### src/rtl/boss_hp.sv
// Boss hit-point tracker: arms when the enemy wave is cleared, takes bullet
// hits with a post-hit invulnerability window, and latches defeat.
module boss_hp #(
    parameter int HP_INIT  = 400,
    parameter int DMG      = 10,
    parameter int BOSS_W   = 100,
    parameter int BOSS_H   = 60,
    parameter int COOLDOWN = 8
) (
    input  logic       clk22,
    input  logic       rst,
    input  logic       enma1,
    input  logic       enma2,
    input  logic       enma3,
    input  logic       enma4,
    input  logic       boss,
    input  logic [9:0] bossx,
    input  logic [9:0] bossy,
    input  logic [9:0] bullet_x,
    input  logic [9:0] bullet_y,
    input  logic       bullet_v,
    output logic [9:0] bosshp,
    output logic       hit_ack,
    output logic [1:0] phase,
    output logic       boss_dead
);

    typedef enum logic [1:0] {WAIT, FIGHT, COOL, DEAD} state_t;

    localparam logic [9:0] HP0 = 10'(HP_INIT);
    localparam logic [9:0] DM  = 10'(DMG);
    localparam logic [7:0] CD  = 8'(COOLDOWN - 1);

    state_t     state;
    logic [7:0] cnt;
    logic       any_enma;
    logic       hit;
    logic [10:0] x_end;
    logic [10:0] y_end;
    logic [9:0] hp_dec;
    logic [1:0] phase_nxt;

    assign any_enma = enma1 | enma2 | enma3 | enma4;

    // Widened sums keep a hitbox near the screen edge from wrapping
    assign x_end = {1'b0, bossx} + 11'(BOSS_W);
    assign y_end = {1'b0, bossy} + 11'(BOSS_H);

    assign hit = bullet_v
               && (bullet_x >= bossx) && ({1'b0, bullet_x} < x_end)
               && (bullet_y >= bossy) && ({1'b0, bullet_y} < y_end);

    assign hp_dec = (bosshp < DM) ? 10'd0 : bosshp - DM;

    always_comb begin
        phase_nxt = 2'd3;
        if (bosshp > 10'd300)
            phase_nxt = 2'd0;
        else if (bosshp > 10'd150)
            phase_nxt = 2'd1;
        else if (bosshp != 10'd0)
            phase_nxt = 2'd2;
    end

    always_ff @(posedge clk22) begin
        if (rst) begin
            state     <= WAIT;
            bosshp    <= HP0;
            cnt       <= 8'd0;
            hit_ack   <= 1'b0;
            boss_dead <= 1'b0;
            phase     <= 2'd0;
        end else begin
            hit_ack <= 1'b0;
            phase   <= phase_nxt;
            unique case (state)
                WAIT: begin
                    bosshp <= HP0;
                    if (!any_enma && boss)
                        state <= FIGHT;
                end
                FIGHT: begin
                    if (any_enma || !boss) begin
                        state  <= WAIT;
                        bosshp <= HP0;
                        cnt    <= 8'd0;
                    end else if (hit) begin
                        bosshp  <= hp_dec;
                        hit_ack <= 1'b1;
                        if (hp_dec == 10'd0) begin
                            state     <= DEAD;
                            boss_dead <= 1'b1;
                        end else begin
                            state <= COOL;
                            cnt   <= CD;
                        end
                    end
                end
                COOL: begin
                    if (any_enma) begin
                        state  <= WAIT;
                        bosshp <= HP0;
                        cnt    <= 8'd0;
                    end else if (cnt == 8'd0) begin
                        state <= FIGHT;
                    end else begin
                        cnt <= cnt - 8'd1;
                    end
                end
                DEAD: begin
                    bosshp    <= 10'd0;
                    boss_dead <= 1'b1;
                end
            endcase
        end
    end

endmodule

### config.mk
export PLATFORM = sky130hd
export DESIGN_NAME = boss_hp
export DESIGN_NICKNAME = d
export VERILOG_FILES = /design/src/rtl/boss_hp.sv
export SDC_FILE = /design/constraint.sdc
export NUM_CORES = 1
export LEC_CHECK = 0
export BUFFER_PORTS_ARGS = -buffer_cell sky130_fd_sc_hd__buf_2
export CAP_MARGIN = 40
export CORE_MARGIN = 1.5
export CORE_UTILIZATION = 59
export CTS_CLUSTER_DIAMETER = 150
export DETAILED_ROUTE_END_ITERATION = 7
export PLACE_DENSITY = 0.86
export SLEW_MARGIN = 10
export SYNTH_ARGS = -nofsm -noshare
export SYNTH_HDL_FRONTEND = slang
export SYNTH_SLANG_ARGS = --single-unit
export TNS_END_PERCENT = 1
### constraint.sdc
create_clock -name clk22 -period 5.1 [get_ports clk22]
set_clock_uncertainty 0.2 [all_clocks]
set_input_delay 0.51 -clock clk22 [delete_from_list [all_inputs] [get_ports clk22]]
set_output_delay 0.51 -clock clk22 [all_outputs]
set_load 0.03 [all_outputs]
==> results of run 1 <==
## cells in the final DEF (no fill, tap or decap), drive strengths merged, types with 2 or more instances in the layout
cell type	netlist	routed
a211o	3	3
a211oi	13	13
a21boi	2	2
a21o	4	4
a21oi	25	25
a221oi	3	3
a31oi	11	11
a41oi	2	2
and3	4	4
buf	5	62
clkbuf	8	3
dfxtp	24	24
ha	46	46
inv	33	33
nand2	23	23
nand2b	3	3
nand3	8	8
nand3b	2	2
nand4	9	9
nor2	23	23
nor2b	2	2
nor3	15	15
nor4	9	9
o211ai	4	4
o21a	6	6
o21ai	16	16
o311ai	3	3
o31ai	7	7
or4	4	4
xnor2	14	14
## stage by stage
stage                     total power (W)  cell area, um2  instances  hold WS, ps  worst slack, ps
final                            0.000560            3190        461          285             1050
after global routing             0.000598            3190        461          298              717
after global placement           0.000434            3150        458          256             1110
after floorplan                  0.000376            2830        355          254             1810
after detailed placement         0.000444            3150        458          264              874
after CTS                        0.000555            3190        461          283             1080
## how the worst max path moves through the flow
stage,end,start
6_report,bosshp[7],bossy[2]
5_1_grt,bosshp[7],bossy[2]
4_1_cts,bosshp[7],bossy[2]
3_5_place_dp,bosshp[1],bossy[2]
3_3_place_gp,bosshp[1],bossy[2]
2_1_floorplan,cnt[7],bossy[2]
## power groups by stage
stage / combinational [W] / clock, W / sequential (W)
2_1_floorplan: 0.000172 / 0 / 0.000204
3_3_place_gp: 0.000224 / 0 / 0.000209
3_5_place_dp: 0.000234 / 0 / 0.000210
4_1_cts: 0.000235 / 0.000114 / 0.000205
5_1_grt: 0.000268 / 0.000122 / 0.000208
6_report: 0.000237 / 0.000118 / 0.000206
## flip-flops by register name, indices dropped and copies added, names as in the netlist
signal     count
hit_ack        1
phase          2
cnt            8
state          2
bosshp        10
boss_dead      1
## worst max-delay path, cell delays in order
cell and delay [ps]:
buf_2 110, inv_1 80, ha_1 190, nor3b_1 500, nor3_1 130, xnor2_1 200, ha_1 280, a21o_1 170
o211ai_1 90, nor4b_2 260, o211ai_1 190, o31ai_2 690, nand2_1 250, o311ai_1 360
## kinds of logic (layout without fill, tap and decap cells)
group,count (synthesis),after routing,synth area share [%]
AO/OA/AOI/OAI,114,114,29.7
AND/OR/NAND/NOR,111,111,22.0
adder cells (fa/ha/maj),46,46,20.3
buffers and inverters,46,98,6.63
flip-flops,24,24,17.0
XOR/XNOR,14,14,4.33
## Yosys cell counts (2+ instances only)
| cell type | instances | area (um2) |
|---|---|---|
| dfxtp_1 | 24 | 480 |
| a31oi_1 | 10 | 62.6 |
| buf_2 | 3 | 15.0 |
| nand3_1 | 8 | 40.0 |
| a221oi_1 | 3 | 26.3 |
| o211ai_1 | 4 | 30.0 |
| nand2_1 | 23 | 86.3 |
| nor3_1 | 15 | 75.1 |
| clkbuf_1 | 8 | 30.0 |
| nand3b_1 | 2 | 15.0 |
| inv_1 | 33 | 124 |
| nand2b_1 | 3 | 18.8 |
| o21a_1 | 5 | 37.5 |
| nor2b_1 | 2 | 12.5 |
| nand4_1 | 9 | 56.3 |
| or4_1 | 4 | 30.0 |
| nor2_1 | 22 | 82.6 |
| a41oi_1 | 2 | 17.5 |
| and3_1 | 4 | 25.0 |
| a211o_1 | 3 | 26.3 |
| a21o_1 | 4 | 30.0 |
| a21oi_1 | 24 | 120 |
| nor4_4 | 2 | 42.5 |
| o21ai_1 | 2 | 10.0 |
| nor4_1 | 6 | 37.5 |
| o311ai_1 | 3 | 26.3 |
| ha_1 | 46 | 576 |
| xnor2_1 | 14 | 123 |
| o21ai_0 | 13 | 65.1 |
| a211oi_1 | 12 | 90.1 |
| o31ai_1 | 6 | 45.0 |
## routing by layer
metal	part of all wire, %	GRT usage (%)	vias up	routed length (um)
met3	6.6	4.31	23	480
met2	48	49.4	158	3530
met1	43	36.4	1394	3110
met4	2.2	8.39	0	161
li1	-	-	1449	-
met5	0	0	-	0
## layout make-up
class                      count  area, um2
tap                           54       67.6
sequential                    24        480
timing repair buffer          62        313
inverter                      33        124
multi-input combinational    285       2160
fill                         401       1470
clock buffer                   3       41.3
==> impl_metrics.ini, run 1 <==
[worst_setup_path]
critPathRequiredTime_ps = 5080
cp-end-kind = flip-flop
r2r_end = state[0]
path_class = primary input to flip-flop
reg2reg_from = bosshp[1]
rr_worst_depth = 9
rrSetupSlack_ps = 2020
cp-start-kind = primary input
worstPathArrival_ps = 4020
cp_max_fo = 11

[grt]
grt_overflow_total = 0
antenna_found_initial = 0
grt_max_degree = 23
grtUsageTotal_pct = 28.4
first_global_vias = 2818
grt_pass1_wl_um = 12200

[drt]
dr.pass1.iters = 5
drtIter0Drc = 290
viasPerCell = 6.56
drc = 0
antenna_left = 0
wl_per_cell_um = 15.8
vias = 3024
wl_um = 7280

[cts]
htreeDepth = 1
clkTransAtPathRegs_ps = 90
cts_made_buffers = 3
clock-sinks = 24
post_cts_resize_count = 0
cts.path.max_buffers = 2
cts_tree = done
cts_root_buf = clkbuf_8
clock_latency_ps = 270
cts_hold_buffers = 0
cts_setup_buffers = 0

[run]
max_cap_viol_count = 0

[finish]
fin_util_pct = 68.4
drive_gt1_share_pct = 19.7
synthToLayoutAreaGrowth_pct = 12.6
diodes = 0
final_nets = 503

[pwr]
pwr_density_cell_nw_per_um2 = 176
internal_power_w = 0.000352
comb_power_share_pct = 42.2
ir_drop_v = 0.000137
seqPwrFrac_pct = 36.8
p_sw_w = 0.000209
pwr-share-clk_pct = 21.0
p_sw_share_pct = 37.3
power_leakage_nw = 1.40

[timing]
drv_slew = 0
rsz0062_at_grt = no
fmax_ghz = 0.247
relSlewSlack_pct = 45.6
setup_viol = 0
worstMarginPinSlew_ps = 811
hold_viol = 0
fin_crit_ps = 4050
finalCritPeriodShare_pct = 79.3
fin_tns_setup_ps = 0

[floorplan]
die_x_um = 72.2
die_y_um = 72.2
top_level_ports = 62
initial_core_util_pct = 60.7
die_area_um2 = 5220
fp-row-count = 25
core_area_um2 = 4660

[min_path]
hp-class = flip-flop to flip-flop
hold-path-endpoint = boss_dead
holdCritStartpoint = boss_dead
min_path_cells = 1

[synth]
synth-edff-count = 0
ys_warn_count = 0
syn_avg_cell_area_um2 = 7.97
syn_inst = 355
ys_seq_elements = 24
synth.cell_area_um2 = 2830
synthArstFlopShare_pct = 0
synth_ff_type = dfxtp_1
synth_cell_types = 67
synth_fp_nets = 449
seq_area_frac_synth_pct = 17.0

[placed_design]
io_buffer_count = 61
dp.final_hpwl_um = 5730
globalplace.congestion = 0.895

[status]
run_status = finished clean
Power figures use the tool's default switching activity.
==> run 2: changes to the inputs <==
--- a/config.mk
+++ b/config.mk
@@ -8,10 +8,10 @@
 export BUFFER_PORTS_ARGS = -buffer_cell sky130_fd_sc_hd__buf_2
 export CAP_MARGIN = 40
 export CORE_MARGIN = 1.5
-export CORE_UTILIZATION = 59
+export CORE_UTILIZATION = 56
 export CTS_CLUSTER_DIAMETER = 150
 export DETAILED_ROUTE_END_ITERATION = 7
-export PLACE_DENSITY = 0.86
+export PLACE_DENSITY = 0.82
 export SLEW_MARGIN = 10
 export SYNTH_ARGS = -nofsm -noshare
 export SYNTH_HDL_FRONTEND = slang
==> constraint.sdc (replaced) <==
create_clock -name clk22 -period 4 [get_ports clk22]
set_clock_uncertainty 0.2 [all_clocks]
set_input_delay 0.4 -clock clk22 [delete_from_list [all_inputs] [get_ports clk22]]
set_output_delay 0.4 -clock clk22 [all_outputs]
set_load 0.03 [all_outputs]
==> impl_metrics.ini, run 2 (synthesized netlist as in run 1, its figures left out) <==
[status]
run_status = finished clean

[worst_setup_path]
cp_slowest_cell = or4_1
cp-start-kind = primary input
worstPathCellList = buf_2 > inv_1 > ha_1 > nor3b_1 > nor3_1 > xnor2_1 > ha_1 > a21o_1 > o211ai_1 > nor4b_2 > o211a_1 > a31oi_1 > or4_1 > a21oi_1
worst-path-stages = 14
critPathRequiredTime_ps = 4000
cp-end-kind = flip-flop
crit_family = simple AND/OR/NAND/NOR gates
cp_max_fo = 4
path_buf_inv = 2
worstPathArrival_ps = 3430
cpMostUsedCell = ha_1
rr_worst_depth = 9
path_class = primary input to flip-flop
max_stage_delay_ps = 540

[grt]
grtUsageTotal_pct = 27.5
antenna_found_initial = 0
grt_pass1_wl_um = 12200
first_global_vias = 2841
grt_max_degree = 23
grt_overflow_total = 0

[finish]
diodes = 0
drive_gt1_share_pct = 20.0
final_nets = 504
largest_reg_flops = 10
final_cell_mix = buf_2 (61), ha_1 (46), inv_1 (33), a21oi_1 (24), dfxtp_1 (24)
regMostFlops = bosshp
synthToLayoutAreaGrowth_pct = 14.6
reg_top3 = bosshp (10), cnt (8)
final_common_cell = buf_2

[timing]
rsz0062_at_grt = no
holdWs_ps = 304
setup_viol = 0
worstMarginPinSlew_ps = 555
finalCritPeriodShare_pct = 85.7
fin_tns_setup_ps = 0
hold_viol = 0
fin_crit_ps = 3430
relSlewSlack_pct = 62.9
drv_slew = 0
fmax_ghz = 0.292

[drt]
dr.pass1.iters = 5
antenna_left = 0
drtIter0Drc = 296
viasPerCell = 6.31
drc = 0
wl_um = 7200
wl_per_cell_um = 15.1
vias = 3005

[cts]
cts_root_buf = clkbuf_8
cts_setup_buffers = 0
cts_tree = done
post_cts_resize_count = 0
clock-sinks = 24
clock_latency_ps = 280
clkTransAtPathRegs_ps = 80
cts_hold_buffers = 0
cts.path.max_buffers = 2
htreeDepth = 1
cts_made_buffers = 3

[pwr]
seqPwrFrac_pct = 33.5
ir_drop_v = 0.000223
power_leakage_nw = 1.41
p_sw_w = 0.000268
pwr_density_cell_nw_per_um2 = 242
p_sw_share_pct = 34.2
internal_power_w = 0.000516
comb_power_share_pct = 38.7
pwr-share-clk_pct = 27.8

[placed_design]
io_buffer_count = 61
dp.final_hpwl_um = 5730
globalplace.congestion = 0.882

[min_path]
min_path_cells = 2
hp-class = flip-flop to flip-flop

[floorplan]
fp-row-count = 25
die_y_um = 74.1
initial_core_util_pct = 59.1
die_x_um = 74.1
die_area_um2 = 5490
top_level_ports = 62
core_area_um2 = 4790

[run]
max_cap_viol_count = 0
run 2: cell count changes in the layout (fill, tap and decap cells not counted), sizes merged:
cell,delta
buf,+1
bufinv,+1
run 2: layout make-up:
cell class	instances	area, um2
fillers	408	1550
well taps	67	83.8
multi-input cells	285	2160
repair buffers	63	320
clock inverters	1	30.0
flip-flops and latches	24	480
inverters	33	124
clock buffers	3	41.3
run 2: path summary, 6_finish.rpt:
kind                                 from        to  slack [ps]
worst min-delay path               cnt[6]    cnt[6]         300
worst max-delay path             bossy[2]    cnt[7]         570
worst min register to register     cnt[6]    cnt[6]         300
worst max register to register  bosshp[1]  state[0]         990
run 2: power groups by stage:
| stage | logic, W | clock network (W) | registers (W) |
|---|---|---|---|
| floorplan | 0.000219 | 0 | 0.000261 |
| detailed placement | 0.000300 | 0 | 0.000267 |
| global placement | 0.000290 | 0 | 0.000267 |
| global route | 0.000342 | 0.000229 | 0.000264 |
| CTS | 0.000301 | 0.000218 | 0.000261 |
| finish | 0.000303 | 0.000218 | 0.000262 |
run 2: through the flow:
step / instances / util, % / power (W) / worst slack, ps / instance area [um2]
floorplan: 355 / - / 0.000480 / 820 / 2830
finish: 476 / 67.7 / 0.000783 / 571 / 3240
CTS: 476 / 67.7 / 0.000780 / 595 / 3240
global route: 476 / 67.7 / 0.000834 / 280 / 3240
global placement: 472 / 66.2 / 0.000556 / 488 / 3170
detailed placement: 472 / 66.2 / 0.000567 / 336 / 3170
run 2: routing by layer:
metal  routed length, um  global-route usage [%]  up-vias
li1                    -                       -     1454
met1                3080                    35.1     1382
met2                3420                    46.0      143
met3                 515                    4.07       26
met4                 183                    11.5        0
met5                   0                       0        -
run 2: worst reg2reg max path: stages, from the launching register on:
cell	delay [ps]
dfxtp_1	530
inv_1	140
ha_1	310
nand2b_1	220
or4_1	510
a21oi_2	160
o21ai_2	120
a221o_1	380
and3_1	180
a211oi_2	200
